===== config.mk =====
export PLATFORM = sky130hd
export DESIGN_NAME = mult_engine_arbiter
export DESIGN_NICKNAME = d
export VERILOG_FILES = /design/src/rtl/mult_engine_arbiter_pkg.sv /design/src/rtl/mult_engine_arbiter_rr.sv /design/src/rtl/mult_engine_arbiter.sv
export SDC_FILE = /design/constraint.sdc
export NUM_CORES = 1
export LEC_CHECK = 0
export CORE_AREA = 2 2 128 130
export CTS_CLUSTER_DIAMETER = 120
export DETAILED_ROUTE_END_ITERATION = 8
export DIE_AREA = 0 0 130 132
export PLACE_DENSITY = 0.82
export SYNTH_ARGS = -nofsm -noshare
export SYNTH_HDL_FRONTEND = slang
export SYNTH_HIERARCHICAL = 1
export SYNTH_SLANG_ARGS = --single-unit

===== constraint.sdc =====
create_clock -name down_clk -period 6.37 [get_ports down_clk]
set_input_delay 1.911 -clock down_clk [delete_from_list [all_inputs] [get_ports down_clk]]
set_output_delay 1.911 -clock down_clk [all_outputs]
set_load 0.02 [all_outputs]

===== src/rtl/mult_engine_arbiter_pkg.sv =====
// Shared constants and FSM encoding for the mult_top engine arbiter.
// VECTOR_SIZE mirrors the `VECTOR_SIZE default of matrix_vector_mult_parameters.v.
package mult_engine_arbiter_pkg;

  localparam int unsigned VECTOR_SIZE    = 32;
  localparam int unsigned ITER_W         = 16;
  localparam int unsigned TIMEOUT_CYCLES = 1048576;
  localparam int unsigned TO_W           = 21;

  typedef enum logic [2:0] {
    StIdle  = 3'd0,
    StLoad  = 3'd1,
    StStart = 3'd2,
    StRun   = 3'd3,
    StResp  = 3'd4
  } state_e;

endpackage


===== src/rtl/mult_engine_arbiter_rr.sv =====
// Combinational round-robin picker: first set req bit searching upward from
// (last + 1) mod NUM_REQ, returned both one-hot and as a binary index.
module rr_arbiter_onehot #(
  parameter int unsigned NUM_REQ = 4,
  parameter int unsigned IDX_W   = (NUM_REQ > 1) ? $clog2(NUM_REQ) : 1
) (
  input  logic [NUM_REQ-1:0] req,
  input  logic [IDX_W-1:0]   last,
  output logic [NUM_REQ-1:0] grant,
  output logic [IDX_W-1:0]   index
);

  always_comb begin
    int unsigned      cand;
    logic [IDX_W-1:0] cand_idx;
    logic             found;
    grant    = '0;
    index    = '0;
    found    = 1'b0;
    cand     = 0;
    cand_idx = '0;
    for (int unsigned off = 1; off <= NUM_REQ; off++) begin
      cand     = (32'(last) + off) % NUM_REQ;
      cand_idx = IDX_W'(cand);
      if (!found && req[cand_idx]) begin
        found           = 1'b1;
        grant[cand_idx] = 1'b1;
        index           = cand_idx;
      end
    end
  end

endmodule


===== src/rtl/mult_engine_arbiter.sv =====
// Shares one mult_top engine among NUM_REQ channels: round-robin grant, operand
// latch, start pulse, done wait with watchdog, and result return to the winner.
module mult_engine_arbiter #(
  parameter int unsigned NUM_REQ        = 4,
  parameter int unsigned VECTOR_SIZE    = mult_engine_arbiter_pkg::VECTOR_SIZE,
  parameter int unsigned ITER_W         = mult_engine_arbiter_pkg::ITER_W,
  parameter int unsigned TIMEOUT_CYCLES = mult_engine_arbiter_pkg::TIMEOUT_CYCLES,
  parameter int unsigned TO_W           = mult_engine_arbiter_pkg::TO_W
) (
  input  logic                           down_clk,
  input  logic                           RST,
  input  logic [NUM_REQ-1:0]             req,
  input  logic [NUM_REQ*ITER_W-1:0]      req_iter,
  input  logic [NUM_REQ*VECTOR_SIZE-1:0] req_vec,
  output logic [NUM_REQ-1:0]             grant,
  output logic [NUM_REQ-1:0]             resp_valid,
  input  logic [NUM_REQ-1:0]             resp_ready,
  output logic [VECTOR_SIZE-1:0]         resp_data,
  output logic                           resp_err,
  output logic                           busy,
  output logic                           eng_start,
  output logic [ITER_W-1:0]              eng_max_iteration,
  output logic [VECTOR_SIZE-1:0]         eng_data_in,
  input  logic [VECTOR_SIZE-1:0]         eng_data_o,
  input  logic                           eng_done
);

  import mult_engine_arbiter_pkg::*;

  localparam int unsigned IDX_W = (NUM_REQ > 1) ? $clog2(NUM_REQ) : 1;

  state_e                  state_q, state_d;
  logic [NUM_REQ-1:0]      grant_q, grant_d;
  logic [IDX_W-1:0]        idx_q, idx_d;
  logic [IDX_W-1:0]        last_q, last_d;
  logic [VECTOR_SIZE-1:0]  data_in_q, data_in_d;
  logic [ITER_W-1:0]       max_iter_q, max_iter_d;
  logic [TO_W-1:0]         wd_q, wd_d;
  logic [VECTOR_SIZE-1:0]  resp_data_q, resp_data_d;
  logic                    resp_err_q, resp_err_d;
  logic                    done_q;

  logic [NUM_REQ-1:0]      arb_grant;
  logic [IDX_W-1:0]        arb_index;
  logic [ITER_W-1:0]       sel_iter;
  logic [VECTOR_SIZE-1:0]  sel_vec;

  rr_arbiter_onehot #(
    .NUM_REQ (NUM_REQ),
    .IDX_W   (IDX_W)
  ) u_rr (
    .req   (req),
    .last  (last_q),
    .grant (arb_grant),
    .index (arb_index)
  );

  // Only the winner's slice is ever read, so junk on other channels is ignored.
  assign sel_iter = req_iter[int'(idx_q)*ITER_W +: ITER_W];
  assign sel_vec  = req_vec[int'(idx_q)*VECTOR_SIZE +: VECTOR_SIZE];

  always_comb begin
    state_d     = state_q;
    grant_d     = grant_q;
    idx_d       = idx_q;
    last_d      = last_q;
    data_in_d   = data_in_q;
    max_iter_d  = max_iter_q;
    wd_d        = wd_q;
    resp_data_d = resp_data_q;
    resp_err_d  = resp_err_q;
    eng_start   = 1'b0;
    resp_valid  = '0;
    unique case (state_q)
      StIdle: begin
        if (|req) begin
          grant_d = arb_grant;
          idx_d   = arb_index;
          state_d = StLoad;
        end
      end
      StLoad: begin
        data_in_d  = sel_vec;
        max_iter_d = (sel_iter == '0) ? ITER_W'(1) : sel_iter;
        state_d    = StStart;
      end
      StStart: begin
        // A done left high by the previous job must clear before restarting.
        if (!eng_done) begin
          eng_start = 1'b1;
          wd_d      = '0;
          state_d   = StRun;
        end
      end
      StRun: begin
        if (done_q) begin
          resp_data_d = eng_data_o;
          resp_err_d  = 1'b0;
          state_d     = StResp;
        end else if (wd_q == TO_W'(TIMEOUT_CYCLES - 1)) begin
          resp_data_d = '0;
          resp_err_d  = 1'b1;
          state_d     = StResp;
        end else begin
          wd_d = wd_q + 1'b1;
        end
      end
      StResp: begin
        resp_valid = grant_q;
        // A withdrawn request drops the result with the same clean-up.
        if (resp_ready[idx_q] || !req[idx_q]) begin
          grant_d = '0;
          last_d  = idx_q;
          state_d = StIdle;
        end
      end
      default: state_d = StIdle;
    endcase
  end

  always_ff @(posedge down_clk or posedge RST) begin
    if (RST) begin
      state_q     <= StIdle;
      grant_q     <= '0;
      idx_q       <= '0;
      last_q      <= IDX_W'(NUM_REQ - 1);
      data_in_q   <= '0;
      max_iter_q  <= '0;
      wd_q        <= '0;
      resp_data_q <= '0;
      resp_err_q  <= 1'b0;
      done_q      <= 1'b0;
    end else begin
      state_q     <= state_d;
      grant_q     <= grant_d;
      idx_q       <= idx_d;
      last_q      <= last_d;
      data_in_q   <= data_in_d;
      max_iter_q  <= max_iter_d;
      wd_q        <= wd_d;
      resp_data_q <= resp_data_d;
      resp_err_q  <= resp_err_d;
      done_q      <= eng_done;
    end
  end

  assign grant             = grant_q;
  assign busy              = (state_q != StIdle);
  assign eng_max_iteration = max_iter_q;
  assign eng_data_in       = data_in_q;
  assign resp_data         = resp_data_q;
  assign resp_err          = resp_err_q;

endmodule


[After elaboration in Yosys (flattened, before gate mapping)]
Index checks and enable logic that the tools add are counted.
Word-level totals
  logic and storage cells: 117
  output and inout bits: 91
  register bits: 114
  bits of input ports: 235
Cells by class
  magnitude comparators: 9
  eq/ne operators: 11
  $add $sub $neg: 5
  reductions and logical operators: 25
  mux-type cells: 52
  shifts and indexed selects: 2
  bitwise operators: 3
Operator list (count)
  $shiftx A128 B8 Y32: 1
  $mux W32: 2
  $shiftx A64 B7 Y16: 1
  $mux W21: 3
  $pmux W21 S2: 1
  $mux W4: 7
  $add A21 B1 Y21 const B: 1
  $eq A21 B20 Y1 const B: 1
  $mux W1: 17
  $logic_not A16 Y1: 1
  $mux W16: 1
  $lt A2 B3 Y1 const B: 5
  $mux W3: 5
  $pmux W3 S5: 1
  $bmux W1 S2: 6
  $or A4 B4 Y4: 3
  $ne A2 B2 Y1 const B: 5
  $demux W1 S2: 4
  $ge A2 B1 Y1 const B: 4
  $mux W2: 4
  $pmux W4 S2: 1
  $reduce_and A4 Y1: 2
  $logic_and A1 B1 Y1: 7
  $eq A3 B2 Y1 const B: 2
  13 further kinds: 22

[Longest topological paths before layout]
  depth in word-level cells: 15
  depth in mapped cells: 9
  gate-level depth less buffers: 8

[By module]
Netlist, hierarchy kept.
By module, submodules not included
  mult_engine_arbiter: cells each 445, seq. area each 2855.2 um^2, times used 1, area an instance 5908.2 um^2
  rr_arbiter_onehot: cells each 59, seq. area each 0.0 um^2, times used 1, area an instance 490.5 um^2

[Least setup slack after synthesis]
OpenSTA, ideal clock, no wires.
  kind: in2out
  start: in eng_done
  end: out eng_start
  slack: 2.030 ns
  data arrival time: 2.429 ns
  data required time: 4.459 ns
  buffers on the path: 0
  stages: 1
  cells stage by stage: nor3b_1
On the way
  cells in the longest elaborated chain, start to end: 2
Ends and longest elaborated chain
  from (decl): line mult_engine_arbiter.sv:25  | input logic eng_done
  $mux W1: line mult_engine_arbiter.sv:89  | if (!eng_done) begin
  $mux W1: line mult_engine_arbiter.sv:74  | unique case (state_q)
  to (decl): line mult_engine_arbiter.sv:21  | output logic eng_start,
No other way between the ends.

[Worst setup path after layout]
Same ends and word-level chain as after synthesis.

==> impl_results.md <==
* Setup TNS at 0 ps
* Adder-cell share of the synthesized area at approximately 1.8%
* Clk_skew at between 7 and 8 ps
* First-pass GRT wire length at roughly 36,000 um
* WHS Endpoint: resp_data[5]
* Slew @ Worst Pin at 1300 ps
* DRT iter0 DRCs at around 430
* Initial antenna violation count at 14
* Clk root buf: clkbuf_16
* Vias in the first global route at 6,178
* DP Wirelength at 18,600 um
* Inserted Clock Buffers at 17
* Simple-gate share of the synthesized area at 9.87%
* Post-Syn Nets at 748
* Critical path required time at 4460 ps
* Hold_buf cts at 0
* Fin util at 66.6%
* Largest net degree at the start of global routing at 82
* Post-synthesis cell area at between 6000 and 7000 um2
* Vias per cell at 5.59
* Pwr Density at approximately 460 nW/um2
* Seq/Total Area, Yosys at 44.6%
* Xor-xnor portion of the synthesized cell area at 0.411%
* Number of synthesized flops with an enable pin at 0
* Area of the core at 15,700 um2
* Total wire length at 24,100 um
* H-tree Lvls at 4
* Crit path launch type: input pin
* RR Startpoint: last_q[0]
* Headroom to the max-slew limit at a little over an eighth
* Clock slew at reported path FFs at 50 ps
* Die area at 17,200 um2
* Yosys top cell by area: dfrtp_1
* Worst VDD drop at approximately 340 uV
* Placed cell count at about 1,000
* CTS max path bufs at 2
* Wire length per cell at 22.8 um
* Routability cong. at approximately 0.96
* WP data arrival at 3350 ps
* Pre-CTS setup slack at 1090 ps
* Fmax at 190 MHz
* CTS Sinks at 114
* GRT Total Usage at 28.3%
* Area grow syn2layout at 63.5%
* DRC Markers at 0
* I/O Buffers at ~330
* Setup-failing EPs final at 0
* Synth Area per Inst at 12.7 um2
* Clock Latency Late Sink at 410 ps
* Max-slew violation count at 0
* R2R setup slack at 3730 ps
* Chip Height at 132 um
* Unique masters post-synth at 61
* Endpoint class of the critical path: primary output
* Asr flop ratio synth at 100%
* Status: complete, no violations
* Dominant synthesized flop cell: dfrtp_1
* Final worst slack at between 1000 and 1500 ps
* Reg-to-Reg End: grant[3]
* Worst Hold Class: reg -> reg
* Compound-Gate Fraction of Synth Area at 12.7%
* Nets at 1,060
* Top-area cell type share of the netlist area at 43.8%
* Drt pass-1 iters at 4
* Yosys Warn Count at 6
* Initial Util at 40.7%
* Setup CP Type: in -> out
* Chip width at roughly 130 um
* Via count at 5,894
* Max-cap violations at 0
* Final Hold Vio Count at 0
* Post-synthesis mux area share at 27.4%
* CTS tree: built
* Synth top area cells: dfrtp_1 (44%), mux4_2 (18%), mux2_2 (9.0%)
* Post-CTS Setup Bufs at 0
* Fillcell total at 1,166
* Layout cell share with drive strength beyond 1 at about a fifth
* Grt ovf at 0
* ANT nets after route at 0
* Worst R2R Path Depth at 8
* Placement row count at 46
* Final worst path period share at 82.6%
* Hold Path Depth at 1
* Non-filler cells, final at 1,054
* IO Pins at 326
* FF+latch count, synth at roughly 110
* Pleak at approximately 0.0042 uW
* Period minus WS final at 5260 ps
* Post-CTS resize count at 0
* CP Max Fanout at 4
* Largest family of logic cells by synthesized area: multiplexers
* Syn Inst Count at 504
* RSZ-0062 raised after global routing: no
* Origin of the worst min-delay path: resp_data[5]
## cells in the final DEF (no fill, tap or decap), drive strengths merged, types with 16 or more instances in the layout
cell | netlist | layout
a21oi | 17 | 17
a22o | 33 | 33
clkbuf | 21 | 21
clkdlybuf4s50 | 0 | 325
dfrtp | 112 | 112
mux2 | 51 | 51
mux4 | 51 | 51
nand2 | 28 | 28
nor2 | 16 | 16
o21ai | 26 | 26
## where the power goes
part           total [uW]  internal (uW)  switching (uW)
logic                2400           1320            1080
registers            1390           1050             344
clock network        1010            681             329
## critical path, cell delays in order
cell             delay (ps)
clkdlybuf4s50_1         500
nor3b_1                 280
clkdlybuf4s50_1         660
## worst max path at each step
| stage | end | slack (ps) | cells after the start | startpoint |
|---|---|---|---|---|
| floorplan | done_q | 1450 | 1 | RST |
| global placement | eng_start | 1080 | 3 | eng_done |
| detailed placement | eng_start | 1090 | 3 | eng_done |
| CTS | eng_start | 1080 | 3 | eng_done |
| global route | eng_start | 1020 | 3 | eng_done |
| finish | eng_start | 1110 | 3 | eng_done |
## metal layers
metal | vias to the layer above | GRT usage [%] | share of wire (%)
met5 | - | 0 | 0.18
met2 | 305 | 45.1 | 48
met1 | 2934 | 34.2 | 39
met3 | 53 | 11.0 | 10
met4 | 6 | 11.7 | 3.1
li1 | 2596 | - | -
## logic make-up after synthesis
kind of cell / after synthesis
AOI/OAI and AO/OA: 111
muxes: 105
and+or+nand+nor: 115
xor gates and xnor gates: 3
DFF: 114
buffers and inverters: 47
adders and majority gates: 9
## cell usage after synthesis (all sizes together), types with 2 or more instances
master,instances
nand4,7
buf,15
nor3,6
inv,10
nand2b,2
mux2i,3
nor4,8
a31oi,8
nor2,16
dfstp,2
and2,2
clkbuf,21
a21oi,17
nor2b,7
xnor2,2
dfrtp,112
and3b,2
o21ai,26
mux4,51
nand3,8
a221o,4
a221oi,2
a211o,2
mux2,51
a211oi,2
a22oi,2
nand2,28
and2b,2
ha,9
or3,5
and3,11
a22o,33
a21o,5
o31a,3
nor3b,7
## registers in the layout (all words and copies together), names as in the netlist
name               count
done_q                 1
wd_q                  21
resp_data             32
eng_data_in           32
last_q                 2
grant                  4
state_q                3
resp_err               1
idx_q                  2
eng_max_iteration     16
## cell type report
type                       instances  area (um2)  share of cell area, %
clock inverter                     9         155                   1.48
tap                              216         270                   2.58
clock buffer                      21         470                   4.50
antenna                           11        27.5                  0.263
multi-input combinational        343        3350                   32.0
inverter                          11        43.8                  0.419
timing repair buffer             329        3280                   31.4
sequential                       114        2860                   27.3
## stage by stage
step	cell area, um2	total power (uW)	hold slack, ps
CTS	10400	4820	501
global route	10400	5040	522
detailed placement	9810	3790	485
floorplan	6400	2790	467
global placement	9810	3700	483
finish	10500	4800	498
Note: power is estimated with default switching activity, not from simulation.
